`config.mk`:
```
export PLATFORM = sky130hd
export DESIGN_NAME = updown_counter_mod
export DESIGN_NICKNAME = d
export VERILOG_FILES = /design/src/rtl/updown_counter_mod.sv
export SDC_FILE = /design/constraint.sdc
export NUM_CORES = 1
export LEC_CHECK = 0
export ABC_AREA = 1
export ABC_CLOCK_PERIOD_IN_PS = 1400
export CAP_MARGIN = 10
export CELL_PAD_IN_SITES_DETAIL_PLACEMENT = 1
export CELL_PAD_IN_SITES_GLOBAL_PLACEMENT = 1
export CORE_MARGIN = 2
export CORE_UTILIZATION = 27
export DETAILED_ROUTE_END_ITERATION = 12
export PLACE_DENSITY = 0.86
export RECOVER_POWER = 50
export SETUP_SLACK_MARGIN = 0.02
export SYNTH_ARGS = -nofsm -noshare
export SYNTH_HDL_FRONTEND = slang
export SYNTH_SLANG_ARGS = --single-unit
```
`constraint.sdc`:
```
create_clock -name clk -period 1.4 [get_ports clk]
set_input_delay 0.14 -clock clk [delete_from_list [all_inputs] [get_ports clk]]
set_output_delay 0.14 -clock clk [all_outputs]
set_load 0.005 [all_outputs]
```
`src/rtl/updown_counter_mod.sv`:
```
// Synchronous up/down counter with a programmable modulo, clear and load, wrap or saturate mode,
// a terminal-count pulse and a sticky overflow flag. Define UDC_GRAY_OUT_EN to add the gray_count output.
module updown_counter_mod #(
  parameter int unsigned      WIDTH   = 3,
  parameter logic [WIDTH-1:0] MAX_VAL = {WIDTH{1'b1}},
  parameter logic [WIDTH-1:0] RST_VAL = '0
) (
  input  logic             clk,
  input  logic             rst,
  input  logic             clr,
  input  logic             load,
  input  logic [WIDTH-1:0] load_val,
  input  logic             en,
  input  logic             up_dn,
  input  logic             sat_mode,
  output logic [WIDTH-1:0] count,
  output logic             tc,
  output logic             ovf,
  output logic             at_max,
  output logic             at_min
`ifdef UDC_GRAY_OUT_EN
  ,
  output logic [WIDTH-1:0] gray_count
`endif
);

  logic [WIDTH-1:0] count_nxt;
  logic             tc_nxt;
  logic             ovf_nxt;

  assign at_max = (count == MAX_VAL);
  assign at_min = (count == '0);

  // Priority: clr > load > en > hold. The boundary compare uses MAX_VAL, so a
  // modulus that is not a power of two wraps correctly.
  always_comb begin
    // NOTE: every output of this block gets a default first, so no path can infer a latch.
    count_nxt = count;
    tc_nxt    = 1'b0;
    ovf_nxt   = ovf;
    if (clr) begin
      count_nxt = '0;
      ovf_nxt   = 1'b0;
    end else if (load) begin
      count_nxt = (load_val > MAX_VAL) ? MAX_VAL : load_val;
    end else if (en) begin
      if (up_dn) begin
        if (at_max) begin
          count_nxt = sat_mode ? MAX_VAL : '0;
          tc_nxt    = 1'b1;
          ovf_nxt   = 1'b1;
        end else begin
          count_nxt = count + WIDTH'(1);
        end
      end else begin
        if (at_min) begin
          count_nxt = sat_mode ? '0 : MAX_VAL;
          tc_nxt    = 1'b1;
          ovf_nxt   = 1'b1;
        end else begin
          count_nxt = count - WIDTH'(1);
        end
      end
    end
  end

  always_ff @(posedge clk or posedge rst) begin
    // NOTE: state is updated with non-blocking assignments so every register samples pre-edge values.
    if (rst) begin
      count <= RST_VAL;
      tc    <= 1'b0;
      ovf   <= 1'b0;
`ifdef UDC_GRAY_OUT_EN
      gray_count <= RST_VAL ^ (RST_VAL >> 1);
`endif
    end else begin
      count <= count_nxt;
      tc    <= tc_nxt;
      ovf   <= ovf_nxt;
`ifdef UDC_GRAY_OUT_EN
      gray_count <= count_nxt ^ (count_nxt >> 1);
`endif
    end
  end

endmodule

```
==> results.py <==
metrics = {
    "detailed_routing": {
        "vias": 532,
        "totalWireLength_mm": 1.40,
        "drtPass1Iterations": 4,
        "wl_met3_um": 80,
        "antenna_left": 0,
        "wire_per_inst_um": 12.1,
        "drtIter0Drc": 5,
        "dr_wl_met2_um": 736,
        "post_drt_via_cell_ratio": 4.59,
        "drc": 0,
        "topRoutingLayerUsed": "met4",
        "m1WireLength_um": 559,
    },
    "synthesis": {
        "yosysTopAreaCell": "dfrtp_1",
        "synth_area_leaders": "dfrtp_1 28%, nand2_1 23%, ha_1 11%, nand3_1 11%, inv_1 7.6%",
        "synthMuxAreaShare_pct": 0,
        "synth.distinct_cells": 12,
        "ys_ff_latch": 5,
        "netlist.area_leader.share_pct": 28.3,
        "yosysWarnings": 0,
        "mappedNetlistArea_sq_um": 442,
        "syn_avg_cell_area_sq_um": 6.31,
        "netlist_instances": 70,
        "syn_nets": 84,
        "synthAdderAreaFrac_pct": 11.3,
        "synth_compound_area_share_pct": 3.40,
        "seq_area_frac_synth_pct": 28.3,
        "synthXorXnorAreaFrac_pct": 0,
        "synth_top_family_by_area": "simple AND/OR/NAND/NOR gates",
        "synth-simple-area-share_pct": 39.4,
    },
    "final_layout": {
        "drive_above_1_share_pct": 35.0,
        "regArea_sq_um": 128,
        "diodes": 0,
        "fin_util_pct": 51.8,
        "final_nets": 115,
        "layout.cells.non_filler": 116,
        "fillCellCount": 205,
        "final_cell_mix": "26 x nand2_1, 11 x clkdlybuf4s50_1, 10 x nand3_1, 7 x inv_1, 6 x inv_2",
        "multi_input_area_sq_um": 289,
        "area_growth_pct": 78.8,
        "final_common_cell": "nand2_1",
    },
    "power_and_ir_drop": {
        "p_switching_mw": 0.171,
        "intPower_mw": 0.378,
        "vdd_drop_max_uv": 789,
        "seqPwrFrac_pct": 30.6,
        "leakage_nw": 0.442,
        "power_density_mw_per_mm2": 695,
        "pwr-share-clk_pct": 30.1,
        "switching_share_pct": 31.1,
        "comb_power_share_pct": 39.2,
    },
    "placement": {
        "io_buffers": 16,
        "gp_congestion": 0.800,
        "place_ws_ns": -0.0588,
        "placed_cells": 107,
        "dpl.hpwl_mm": 1.06,
    },
    "timing": {
        "drv_slew": 0,
        "holdWs_ns": 0.231,
        "fin_ws_ns": 0.00198,
        "worstMarginPinSlew_ns": 0.181,
        "finalCritPeriodShare_pct": 99.9,
        "fmax_ghz": 0.715,
        "fin_crit_ns": 1.40,
        "finClkSkew_ns": 0.00700,
        "report.final.setup_viol": 0,
        "finalSetupTns_ns": 0,
        "maxSlewHeadroom_pct": 87.9,
        "rsz0062_at_grt": "yes",
        "finalHoldViolCount": 0,
    },
    "clocking": {
        "htree_levels": 1,
        "worstSkewPairLatency_ns": 0.24,
        "cts_buffer_depth": 2,
        "cts-buffers-inserted": 3,
        "cts_sinks": 5,
        "cts_tree": "built",
        "cts_root_buf": "clkbuf_4",
        "path_clk_slew_ns": 0.05,
        "cts_hold_buf": 0,
    },
    "job": {
        "max_cap_violations": 0,
    },
    "global_route": {
        "overflow": 0,
        "grt_pass1_wl_mm": 2.30,
        "grt_max_degree": 7,
        "grt_usage_pct": 16.4,
        "grt_pass1_vias": 550,
        "grt_antenna_before_repair": 0,
    },
    "floorplan": {
        "die-height_um": 44.4,
        "core_sq_mm": 0.00152,
        "dieWidth_um": 44.4,
        "io-pin-count": 17,
        "start_util_pct": 29.0,
        "core.rowCount": 14,
        "die_area_sq_mm": 0.00198,
    },
    "setup_path": {
        "criticalPathCategory": "reg -> reg",
        "rrSetupSlack_ns": 0.002,
        "cp-end-kind": "flop",
        "cp_max_fo": 2,
        "start_kind": "flop",
        "cp.required_ns": 1.51,
        "crit_arrival_ns": 1.51,
    },
    "hold_path": {
        "min_path_type": "in -> async",
    },
    "run_status": {
        "status": "complete, no violations",
    },
}
## worst max-delay path: stages, from the launching register on
cell	delay [ns]
dfrtp_1	0.40
buf_6	0.14
ha_4	0.15
nand2_2	0.09
clkinv_2	0.06
buf_4	0.13
nand2_1	0.07
nand3_1	0.08
nand3_1	0.07
nand3_1	0.08
## per-layer routing
metal  global-route usage, %  vias up
li1                        -      270
met1                    16.5      237
met2                    33.2       22
met3                    4.90        3
met4                    1.82        0
met5                       0        -
## worst paths after layout
| kind | startpoint | endpoint | cells past startpoint |
|---|---|---|---|
| hold / removal | rst | count[1] | 2 |
| max in group asynchronous | rst | count[2] | 2 |
| min in group clk | ovf | ovf | 2 |
| setup reg to reg | count[0] | count[0] | 9 |
| setup / recovery | count[0] | count[0] | 9 |
| hold reg to reg | ovf | ovf | 2 |
## area by class of cell
class,count,area share [%]
clock buffer,4,3.33
inverter,17,10.3
timing repair buffer,26,31.1
sequential,5,16.2
multi-input combinational,48,36.6
tap,16,2.54
## metrics by stage
step                      cell area [sq um]  power [mW]
after floorplan                         442       0.249
after global placement                  659       0.338
after detailed placement                659       0.349
after CTS                               753       0.542
after global routing                    790       0.596
final                                   790       0.549
## cells by family after synthesis
kind of cell | Yosys count
flops | 5
buf+inv | 17
simple gates | 41
fa+ha+maj | 4
compound gates | 3
## sequential cells by signal, indices dropped and copies added, names as in the netlist
name	cells
ovf	1
count	3
tc	1
## timing repair
action,in CTS,in global routing
pin swaps,5,9
setup endpoints to repair,5,8
resized for setup,20,13
setup buffers,5,1
## cell usage after synthesis
cell      count
ha_1          4
dfrtp_1       5
nand3_1      10
nand2_2       2
bufinv_8      1
nand2_1      27
o21ai_0       3
clkinv_1      3
inv_1         9
inv_2         4
nor2_2        1
nor2_1        1
## power by group through the flow
stage	clock, mW	sequential [mW]	combinational [mW]
2_1_floorplan	0	0.168	0.0815
3_3_place_gp	0	0.167	0.171
3_5_place_dp	0	0.168	0.181
4_1_cts	0.170	0.166	0.206
5_1_grt	0.184	0.170	0.242
6_report	0.166	0.168	0.215
No activity file was read; power rests on OpenSTA's default activity.
